<file path="src/rtl/mux_key_pkg.sv">
// Shared types and LUT geometry helpers for blocks that walk packed key/data tables.
// Each entry is {key, data}, with entry n occupying bits [PAIR_LEN*(n+1)-1 : PAIR_LEN*n].
package mux_key_pkg;

  typedef enum logic [1:0] {
    IDLE = 2'd0,
    SCAN = 2'd1,
    DONE = 2'd2
  } state_t;

  function automatic int pairLen(input int keyLen, input int dataLen);
    return keyLen + dataLen;
  endfunction

  function automatic int idxW(input int nrKey);
    return (nrKey <= 1) ? 1 : $clog2(nrKey);
  endfunction

  function automatic int entryDataLsb(input int n, input int keyLen, input int dataLen);
    return n * pairLen(keyLen, dataLen);
  endfunction

  function automatic int entryKeyLsb(input int n, input int keyLen, input int dataLen);
    return n * pairLen(keyLen, dataLen) + dataLen;
  endfunction

endpackage

</file>
<file path="src/rtl/mux_key_rev_search_lut_entry_sel.sv">
// Combinational selector returning the key and data fields of one packed LUT entry.
// Out-of-range indices return zero.
module lut_entry_sel
  import mux_key_pkg::*;
#(
  parameter int NR_KEY   = 2,
  parameter int KEY_LEN  = 1,
  parameter int DATA_LEN = 1,
  parameter int IDX_W    = idxW(NR_KEY),
  localparam int PAIR_LEN = pairLen(KEY_LEN, DATA_LEN)
) (
  input  logic [NR_KEY*PAIR_LEN-1:0] i_lut,
  input  logic [IDX_W-1:0]           i_idx,
  output logic [KEY_LEN-1:0]         o_entry_key,
  output logic [DATA_LEN-1:0]        o_entry_data
);

  always_comb begin
    o_entry_key  = '0;
    o_entry_data = '0;
    for (int n = 0; n < NR_KEY; n++) begin
      if (i_idx == IDX_W'(n)) begin
        o_entry_key  = i_lut[entryKeyLsb(n, KEY_LEN, DATA_LEN) +: KEY_LEN];
        o_entry_data = i_lut[entryDataLsb(n, KEY_LEN, DATA_LEN) +: DATA_LEN];
      end
    end
  end

endmodule

</file>
<file path="src/rtl/mux_key_rev_search.sv">
// Reverse lookup over a packed key/data LUT: scans one entry per cycle and returns
// the key of the lowest-indexed entry whose data matches the query.
module mux_key_rev_search
  import mux_key_pkg::*;
#(
  parameter int NR_KEY      = 2,
  parameter int KEY_LEN     = 1,
  parameter int DATA_LEN    = 1,
  parameter int HAS_DEFAULT = 0,
  localparam int PAIR_LEN   = pairLen(KEY_LEN, DATA_LEN),
  localparam int IDX_W      = idxW(NR_KEY)
) (
  input  logic                       clk,
  input  logic                       rst_n,
  input  logic [NR_KEY*PAIR_LEN-1:0] lut,
  input  logic [KEY_LEN-1:0]         default_key,
  input  logic                       req_valid,
  output logic                       req_ready,
  input  logic [DATA_LEN-1:0]        req_data,
  output logic                       resp_valid,
  input  logic                       resp_ready,
  output logic                       resp_hit,
  output logic [KEY_LEN-1:0]         resp_key,
  output logic [IDX_W-1:0]           resp_index
);

  localparam logic [IDX_W-1:0] LAST_IDX = IDX_W'(NR_KEY - 1);

  state_t                r_state;
  logic [IDX_W-1:0]      r_idx;
  logic [DATA_LEN-1:0]   r_qData;
  logic                  r_reqReady;
  logic                  r_respValid;
  logic                  r_respHit;
  logic [KEY_LEN-1:0]    r_respKey;
  logic [IDX_W-1:0]      r_respIndex;

  state_t                w_nextState;
  logic [IDX_W-1:0]      w_nextIdx;
  logic [DATA_LEN-1:0]   w_nextQData;
  logic                  w_nextValid;
  logic                  w_nextHit;
  logic [KEY_LEN-1:0]    w_nextKey;
  logic [IDX_W-1:0]      w_nextIndex;
  logic [KEY_LEN-1:0]    w_entryKey;
  logic [DATA_LEN-1:0]   w_entryData;
  logic [KEY_LEN-1:0]    w_missKey;

  lut_entry_sel #(
    .NR_KEY   (NR_KEY),
    .KEY_LEN  (KEY_LEN),
    .DATA_LEN (DATA_LEN),
    .IDX_W    (IDX_W)
  ) u_entry_sel (
    .i_lut        (lut),
    .i_idx        (r_idx),
    .o_entry_key  (w_entryKey),
    .o_entry_data (w_entryData)
  );

  assign w_missKey = (HAS_DEFAULT != 0) ? default_key : '0;

  always_comb begin
    w_nextState = r_state;
    w_nextIdx   = r_idx;
    w_nextQData = r_qData;
    w_nextValid = r_respValid;
    w_nextHit   = r_respHit;
    w_nextKey   = r_respKey;
    w_nextIndex = r_respIndex;
    case (r_state)
      IDLE: begin
        if (req_valid && r_reqReady) begin
          w_nextQData = req_data;
          w_nextIdx   = '0;
          w_nextState = SCAN;
        end
      end
      SCAN: begin
        if (w_entryData == r_qData) begin
          w_nextKey   = w_entryKey;
          w_nextIndex = r_idx;
          w_nextHit   = 1'b1;
          w_nextValid = 1'b1;
          w_nextState = DONE;
        end else if (r_idx == LAST_IDX) begin
          w_nextKey   = w_missKey;
          w_nextIndex = '0;
          w_nextHit   = 1'b0;
          w_nextValid = 1'b1;
          w_nextState = DONE;
        end else begin
          w_nextIdx = r_idx + 1'b1;
        end
      end
      DONE: begin
        if (resp_ready) begin
          w_nextValid = 1'b0;
          w_nextState = IDLE;
        end
      end
      default: w_nextState = IDLE;
    endcase
  end

  // req_ready is registered from the next state so it stays low through reset
  // and only rises on the first edge after reset is released.
  always_ff @(posedge clk or negedge rst_n) begin
    if (!rst_n) begin
      r_state     <= IDLE;
      r_idx       <= '0;
      r_qData     <= '0;
      r_reqReady  <= 1'b0;
      r_respValid <= 1'b0;
      r_respHit   <= 1'b0;
      r_respKey   <= '0;
      r_respIndex <= '0;
    end else begin
      r_state     <= w_nextState;
      r_idx       <= w_nextIdx;
      r_qData     <= w_nextQData;
      r_reqReady  <= (w_nextState == IDLE);
      r_respValid <= w_nextValid;
      r_respHit   <= w_nextHit;
      r_respKey   <= w_nextKey;
      r_respIndex <= w_nextIndex;
    end
  end

  assign req_ready  = r_reqReady;
  assign resp_valid = r_respValid;
  assign resp_hit   = r_respHit;
  assign resp_key   = r_respKey;
  assign resp_index = r_respIndex;

endmodule

</file>
<file path="config.mk">
export PLATFORM = sky130hd
export DESIGN_NAME = mux_key_rev_search
export DESIGN_NICKNAME = d
export VERILOG_FILES = /design/src/rtl/mux_key_pkg.sv /design/src/rtl/mux_key_rev_search_lut_entry_sel.sv /design/src/rtl/mux_key_rev_search.sv
export SDC_FILE = /design/constraint.sdc
export NUM_CORES = 1
export LEC_CHECK = 0
export CORE_AREA = 8 8 45 47
export DETAILED_ROUTE_END_ITERATION = 8
export DIE_AREA = 0 0 53 55
export GPL_TIMING_DRIVEN = 0
export PLACE_DENSITY_LB_ADDON = 0.25
export SYNTH_ARGS = -nofsm -noshare
export SYNTH_HDL_FRONTEND = slang
export SYNTH_HIERARCHICAL = 1
export SYNTH_SLANG_ARGS = --single-unit
</file>
<file path="constraint.sdc">
create_clock -name clk -period 2.2 [get_ports clk]
set_clock_uncertainty 0.2 [all_clocks]
set_input_delay 0.44 -clock clk [delete_from_list [all_inputs] [get_ports clk]]
set_output_delay 0.44 -clock clk [all_outputs]
set_load 0.1 [all_outputs]
</file>
# Word-level counts from Yosys, hierarchy flattened
# Index checks and enable logic that the tools add are counted.
# Widths: inputs -> output; s select.
dict set report word_totals {
  reg_bits 9
  latch_bits 0
  mem_bits_rw 0
  romBits 0
  inputBits 10
  output_inout_bits 5
  elab_cells 45
  memories 0
}
dict set report op_classes {
  add_sub_neg 1
  n_mul 0
  n_div 0
  n_lt_le_gt_ge 0
  n_eq_ne 7
  shifts 0
  muxes 19
  n_bitwise 0
  n_reduce_logical 10
}
# operator count
set op_table {}
lappend op_table {{$mux 1} 12}
lappend op_table {{$mux 2} 4}
lappend op_table {{$ne 2x2->1 const B} 3}
lappend op_table {{$pmux 2 s3} 1}
lappend op_table {{$reduce_and 3->1} 2}
lappend op_table {{$reduce_bool 2->1} 3}
lappend op_table {{$logic_not 2->1} 2}
lappend op_table {{$pmux 1 s2} 2}
lappend op_table {{$reduce_and 2->1} 2}
lappend op_table {{$ne 3x3->1 const B} 1}
lappend op_table {{$eq 2x1->1 const B} 1}
lappend op_table {{$eq 2x2->1 const B} 1}
lappend op_table {{$add 1x1->1 const B} 1}
lappend op_table {{$eq 1x1->1} 1}
lappend op_table {{$logic_and 1x1->1} 1}

# Depth between registers and ports, before layout
# Gate-level depths: netlist of the first run.
dict set report depth {
  word_depth 5
  ltp_mapped 4
  ltp_nobuf 4
}

# Cells and area by module
# Netlist of the first run, hierarchy kept.
# module instances cells_per_inst area_each_um2 seq_area_each_um2
set modules_own_cells {}
lappend modules_own_cells {mux_key_rev_search 1 33 385.4 225.2}
lappend modules_own_cells {lut_entry_sel 1 2 22.5 0.0}

# Least setup slack after synthesis of the first run
# OpenSTA, ideal clock, no wires.
dict set report synth_path {
  path_type {flip-flop to flip-flop}
  startpoint {register r_reqReady (netlist: req_ready)}
  endpoint {register r_qData}
  arrival_time_ns 1.610
  t_required_ns 1.875
  slack_ns 0.265
  path_stages_with_launch 4
  n_path_buf 0
  synth_period_minus_slack_ns 1.935
  path_cell_list {dfrtp_1 -> nand2_1 -> nor3_1 -> mux2_2}
}
dict set report synth_between {
  elab_chain_len 2
}
# item line_no
set synth_rtl {}
lappend synth_rtl {{start: declaration} mux_key_rev_search.sv:32} ;# logic r_reqReady;
lappend synth_rtl {{start signal: assignment} mux_key_rev_search.sv:122} ;# r_reqReady <= (w_nextState == IDLE);
lappend synth_rtl {{$logic_and 1x1->1} mux_key_rev_search.sv:73} ;# if (req_valid && r_reqReady) begin
lappend synth_rtl {{$reduce_and 2->1 (no line)} --}
lappend synth_rtl {{end signal: assignment} mux_key_rev_search.sv:121} ;# r_qData <= w_nextQData;
lappend synth_rtl {{end: declaration} mux_key_rev_search.sv:31} ;# logic [DATA_LEN-1:0] r_qData;
# No other way between the ends.
# A chain may end at the register's enable or synchronous reset.

# Worst setup path after layout of the first run
dict set report layout_path {
  startpoint {register r_reqReady (netlist: req_ready)}
  endpoint {output req_ready}
}
# item line_no
set layout_lines {}
lappend layout_lines {{end: declaration} mux_key_rev_search.sv:18} ;# output logic req_ready,
# No word-level cell between the ends.

==> results of run 1 <==
cell type report:
cell class	instances	share of cell area (%)
flip-flops and latches	9	38.96
multi-input cells	26	31.60
repair buffers	13	21.43
clock buffers	4	4.545
well taps	16	3.463
registers in the layout, summed over array words and instances, names as in the netlist:
| register | count |
|---|---|
| r_state | 2 |
| r_idx | 1 |
| r_qData | 1 |
| req_ready | 1 |
| resp_hit | 1 |
| resp_index | 1 |
| resp_key | 1 |
| resp_valid | 1 |
layer usage:
metal / wire length [µm] / track usage, % / up-vias
met5: 0 / 0 / -
met4: 8 / 3.448 / 0
met3: 105 / 5.348 / 2
met2: 376 / 10.35 / 11
met1: 314 / 6.037 / 150
li1: - / - / 157
worst paths after layout:
| kind | start | to | slack, ps |
|---|---|---|---|
| max reg2reg | r_idx | resp_index | 460 |
| min reg2reg | resp_hit | resp_hit | 290 |
| max | req_ready | req_ready | 90 |
| max in group asynchronous | rst_n | r_qData | 1260 |
| min | rst_n | resp_index | 260 |
| min in group clk | resp_hit | resp_hit | 290 |
placed cells by master, fill, tap and decap left out, drive strengths merged, types with 2 or more instances in the layout:
cell / count
dlygate4sd2: 5
o21ai: 3
clkdlybuf4s50: 8
mux2: 3
nand2: 6
nor3: 2
clkbuf: 4
a22o: 2
dfrtp: 9
worst register-to-register path: stages (launching register included):
cell and delay (ps):
dfrtp_1 480, mux2_2 390, xnor2_2 210, o21ai_2 120, a22o_1 240
per-stage QoR:
step / hold WS [ps] / utilization, % / cells
6_report: 264.0 / 41.77 / 68
5_1_grt: 292.1 / 41.77 / 68
4_1_cts: 282.4 / 41.77 / 68
3_5_place_dp: 280.1 / 40.33 / 64
3_3_place_gp: 263.0 / 40.33 / 64
2_1_floorplan: -55.59 / - / 35
timing repair:
| action | 4_1_cts | 5_1_grt |
|---|---|---|
| resized for setup | 5 | 0 |
| endpoints found under the setup margin | 5 | 0 |
| hold endpoints to repair | 0 | 0 |
cells by family after synthesis:
kind of cell	count (synthesis)	share of synthesized area [%]
DFF	9	55.22
and+or+nand+nor	13	16.87
AOI/OAI and AO/OA	9	15.65
xor gates and xnor gates	1	3.989
muxes	3	8.282
==> load_flow_metrics.sql, run 1 <==
INSERT INTO impl_metrics (metric_group, metric, value, unit) VALUES
('yosys', 'ys_ff_latch', '9', ''),
('floorplanning', 'area_of_the_core', '0.001384', 'mm²'),
('timing', 'final_period_minus_worst_setup_slack', '2114', 'ps'),
('yosys', 'post-synth-top-count-cell', 'dfrtp_1', ''),
('timing', 'max_slew.worst_pin.slew', '960.0', 'ps'),
('worst_hold_path', 'worst_hold_path_type', 'primary input to async pin', ''),
('yosys', 'synth-edff-count', '0', ''),
('yosys', 'post_synth.cell_area_avg', '11.65', 'µm²'),
('global_routing', 'grt_overall_usage', '6.601', '%'),
('routing', 'via_per_inst', '4.706', ''),
('clock_network', 'path_clk_slew', '60', 'ps'),
('routing', 'ant_nets', '0', ''),
('clock_network', 'cts.repair_timing.setup_buffer_count', '0', ''),
('yosys', 'async_reset_ff_share', '100.0', '%'),
('worst_setup_path', 'worstSetupStartpointType', 'flop', ''),
('worst_setup_path', 'critPathCaptureType', 'output port', ''),
('yosys', 'postSynthCellCount', '35', ''),
('worst_setup_path', 'crit_path_dat', '1470', 'ps'),
('global_routing', 'grt.overflow.total', '0', ''),
('worst_setup_path', 'worst-path-stages', '1', ''),
('layout', 'multiInputGateArea', '182.7', 'µm²'),
('timing', 'finalHoldViolations', '0', ''),
('layout', 'final_area', '578.1', 'µm²'),
('worst_setup_path', 'critPathBufInv', '1', ''),
('clock_network', 'clock_sinks', '9', ''),
('clock_network', 'numCtsBuffers', '3', ''),
('timing', 'grt_setup_unrepaired', 'false', ''),
('layout', 'fillerInstances', '146', ''),
('global_routing', 'number_of_antenna_violations_at_the_first_check_in_global_routing', '0', ''),
('timing', 'totalNegativeSetupSlack', '0', 'ps'),
('layout', 'area.growth.synth_to_final', '41.72', '%'),
('yosys', 'synth_sequential_area_ratio', '55.21', '%'),
('clock_network', 'clock_tree.buffer_depth', '2', ''),
('routing', 'drtIter0Drc', '3', ''),
('timing', 'drv_slew', '0', ''),
('yosys', 'post_synth_num_cell_types', '17', ''),
('yosys', 'syn-cell-area', '407.9', 'µm²'),
('worst_setup_path', 'r2r.worst_path.cells', '4', ''),
('run_status', 'result_of_the_run', 'finished clean', ''),
('timing', 'clock.fmax', '473.1', 'MHz'),
('place', 'numPortBuffers', '13', ''),
('place', 'placedInstanceArea', '558.0', 'µm²'),
('floorplanning', 'std_cell_rows', '14', ''),
('place', 'detailedPlacementHpwl', '614.3', 'µm'),
('layout', 'finalNetCount', '63', ''),
('routing', 'postRouteWirelength', '804', 'µm'),
('worst_setup_path', 'worst_path_largest_cell_delay', '860', 'ps'),
('worst_setup_path', 'worst_path_max_delay_cell', 'dlygate4sd2_1', ''),
('yosys', 'yosysWarningCount', '6', ''),
('floorplanning', 'io_pins', '15', ''),
('yosys', 'synthTopCellsByArea', 'dfrtp_1, mux2_2, nand2_1', ''),
('yosys', 'post-synth-top-area-fraction', '55.21', '%'),
('routing', 'wire_per_inst', '11.82', 'µm'),
('yosys', 'synth_top_area_cell', 'dfrtp_1', ''),
('timing', 'max-slew-margin-rel', '36.25', '%'),
('worst_setup_path', 'timing.critical_path.cells', 'dlygate4sd2_1', ''),
('layout', 'ff_latch_area', '225.2', 'µm²'),
('layout', 'share_of_layout_cells_above_drive_strength_1', '17.31', '%'),
('floorplanning', 'die_h', '55', 'µm'),
('clock_network', 'cts_hold_buf', '0', ''),
('routing', 'route.detailed.drc', '0', ''),
('worst_setup_path', 'path_max_fanout', '3', ''),
('yosys', 'syn_nets', '45', ''),
('clock_network', 'cts_tree', 'yes', ''),
('global_routing', 'number_of_global_route_vias_before_repair', '327', ''),
('place', 'routabilityCongestion', '0.6896', ''),
('global_routing', 'grt_pass1_wl', '1.324', 'mm'),
('yosys', 'synth-main-ff-cell', 'dfrtp_1', ''),
('floorplanning', 'die_area', '0.002915', 'mm²'),
('run', 'maximum_capacitance_violations', '0', ''),
('timing', 'min_period_over_period', '96.08', '%');
Power of run 1 is left out: the tool's default activity adds up to more than one toggle a clock period on the data nets, which glitch-free logic cannot reach.
==> run 2: changes to the inputs <==
--- a/config.mk
+++ b/config.mk
@@ -9,6 +9,7 @@
 export DETAILED_ROUTE_END_ITERATION = 8
 export DIE_AREA = 0 0 53 55
 export GPL_TIMING_DRIVEN = 0
+export HOLD_SLACK_MARGIN = 0.12
 export PLACE_DENSITY_LB_ADDON = 0.25
 export SYNTH_ARGS = -nofsm -noshare
 export SYNTH_HDL_FRONTEND = slang
==> constraint.sdc (replaced) <==
create_clock -name clk -period 2.6 [get_ports clk]
set_clock_uncertainty 0.2 [all_clocks]
set_input_delay 0.52 -clock clk [delete_from_list [all_inputs] [get_ports clk]]
set_output_delay 0.52 -clock clk [all_outputs]
set_load 0.1 [all_outputs]
==> load_flow_metrics.sql, run 2 (synthesis results as in run 1) <==
INSERT INTO impl_metrics (metric_group, metric, value, unit) VALUES
('layout', 'post-route-util', '42.22', '%'),
('floorplanning', 'die_area', '0.002915', 'mm²'),
('timing', 'final_period_minus_worst_setup_slack', '2477', 'ps'),
('routing', 'wire_per_inst', '11.82', 'µm'),
('worst_setup_path', 'worst_path_max_delay_cell', 'clkdlybuf4s50_1', ''),
('worst_setup_path', 'setup.worst_path.class', 'flop to output port', ''),
('global_routing', 'number_of_antenna_violations_at_the_first_check_in_global_routing', '0', ''),
('worst_setup_path', 'cpLargestDelayFamily', 'buffers and inverters', ''),
('worst_setup_path', 'worst_path_largest_cell_delay', '1140', 'ps'),
('clock_network', 'clock_insertion_delay_worst_skew', '260', 'ps'),
('layout', 'finalNetCount', '63', ''),
('layout', 'layout.cells.most_common_list', 'clkdlybuf4s50_1, dfrtp_1, nand2_1, mux2_2, clkbuf_4', ''),
('timing', 'clock.fmax', '403.7', 'MHz'),
('timing', 'grt_setup_unrepaired', 'false', ''),
('worst_setup_path', 'crit_path_dat', '1760', 'ps'),
('worst_setup_path', 'r2r.worst_path.cells', '4', ''),
('clock_network', 'cts_max_level', '1', ''),
('global_routing', 'grt_pass1_wl', '1.324', 'mm'),
('worst_setup_path', 'crit-reg2reg-launch', 'r_idx', ''),
('routing', 'via_per_inst', '4.706', ''),
('worst_setup_path', 'worst-path-stages', '1', ''),
('routing', 'ant_nets', '0', ''),
('worst_setup_path', 'worst_flop_to_flop_path_endpoint', 'resp_index', ''),
('clock_network', 'cts.repair_timing.setup_buffer_count', '0', ''),
('timing', 'final-setup-viol-count', '0', ''),
('clock_network', 'numCtsBuffers', '3', ''),
('global_routing', 'grt.overflow.total', '0', ''),
('worst_setup_path', 'path_max_fanout', '3', ''),
('timing', 'max-slew-margin-rel', '35.15', '%'),
('worst_setup_path', 'worstSetupStartpointType', 'flop', ''),
('place', 'detailedPlacementHpwl', '614.3', 'µm'),
('global_routing', 'grt_overall_usage', '6.601', '%'),
('floorplanning', 'die_h', '55', 'µm'),
('clock_network', 'clock_tree.root_cell', 'clkbuf_4', ''),
('floorplanning', 'initial_core_util', '29.48', '%'),
('layout', 'finish.cell_count_without_fillers', '68', ''),
('worst_setup_path', 'critPathCaptureType', 'output port', ''),
('floorplanning', 'io_pins', '15', ''),
('run_status', 'result_of_the_run', 'finished clean', ''),
('clock_network', 'clock_tree.buffer_depth', '2', ''),
('worst_hold_path', 'worst_hold_path.num_cells', '1', ''),
('floorplanning', 'floorplan.die.width', '53', 'µm'),
('place', 'numPlacedInstances', '64', ''),
('worst_setup_path', 'timing.critical_path.cells', 'clkdlybuf4s50_1', ''),
('clock_network', 'cts_tree', 'yes', ''),
('place', 'routabilityCongestion', '0.6896', ''),
('layout', 'largest-register', 'r_state', ''),
('layout', 'number_of_flip_flops_under_the_largest_register_name', '2', ''),
('worst_setup_path', 'critPathBufInv', '1', ''),
('floorplanning', 'std_cell_rows', '14', ''),
('timing', 'finalHoldViolations', '0', ''),
('place', 'numPortBuffers', '13', ''),
('timing', 'max_slew.worst_pin.slew', '969.7', 'ps'),
('routing', 'detailroute.via_count', '320', ''),
('timing', 'totalNegativeSetupSlack', '0', 'ps'),
('layout', 'mostFrequentLayoutCell', 'clkdlybuf4s50_1', ''),
('routing', 'route.detailed.drc', '0', ''),
('layout', 'area.growth.synth_to_final', '43.25', '%'),
('clock_network', 'cts.repair.resized', '0', ''),
('worst_setup_path', 'crit_end', 'req_ready', ''),
('clock_network', 'path_clk_slew', '60', 'ps'),
('routing', 'drtIter0Drc', '3', ''),
('worst_setup_path', 'r2r_setup_slack', '860', 'ps'),
('timing', 'drv_slew', '0', ''),
('worst_hold_path', 'worst_hold_path_type', 'flop to flop', ''),
('worst_setup_path', 'cp-startpoint', 'req_ready', ''),
('floorplanning', 'area_of_the_core', '0.001384', 'mm²'),
('routing', 'dr.pass1.iters', '4', ''),
('timing', 'min_period_over_period', '95.26', '%'),
('worst_setup_path', 'worst-endpoint-required', '1880', 'ps'),
('global_routing', 'number_of_global_route_vias_before_repair', '327', ''),
('clock_network', 'clock_sinks', '9', ''),
('global_routing', 'grt_max_degree', '10', ''),
('layout', 'num_antenna_cells', '0', ''),
('layout', 'share_of_layout_cells_above_drive_strength_1', '17.31', '%'),
('routing', 'postRouteWirelength', '804', 'µm'),
('clock_network', 'cts_hold_buf', '0', ''),
('run', 'maximum_capacitance_violations', '0', '');
-- run 2: cell count changes in the layout (fill, tap and decap cells not counted) --
cell,delta
clkdlybuf4s50_1,+5
dlygate4sd2_1,-5
-- run 2: metrics by stage --
stage | hold slack, ps | setup slack (ps) | cell area, µm²
finish | 294.4 | 123.2 | 584.3
global route | 316.0 | 74.89 | 584.3
CTS | 293.8 | 98.71 | 584.3
detailed placement | 280.1 | 393.2 | 558.0
global placement | 263.0 | 395.8 | 558.0
floorplan | 24.41 | 665.4 | 407.9
-- run 2: layout make-up --
type | instances | area [µm²]
Tap cell | 16 | 20.02
Fill cell | 145 | 799.5
Multi-Input combinational cell | 26 | 182.7
Timing Repair Buffer | 13 | 130.1
Sequential cell | 9 | 225.2
Clock buffer | 4 | 26.28
-- run 2: routing by layer --
layer	vias up	share of wire [%]	GRT usage (%)
met3	2	13	5.348
met1	150	39	6.037
met2	11	47	10.35
met4	0	1.0	3.448
met5	-	0	0
li1	157	-	-
-- run 2: worst min path at each step --
stage / startpoint / end / slack [ps]
2_1_floorplan: rst_n / r_idx / 20
3_3_place_gp: resp_hit / resp_hit / 260
3_5_place_dp: resp_hit / resp_hit / 280
4_1_cts: resp_hit / resp_hit / 290
5_1_grt: resp_hit / resp_hit / 320
6_report: resp_hit / resp_hit / 290
Power of run 2 is left out for the same reason.
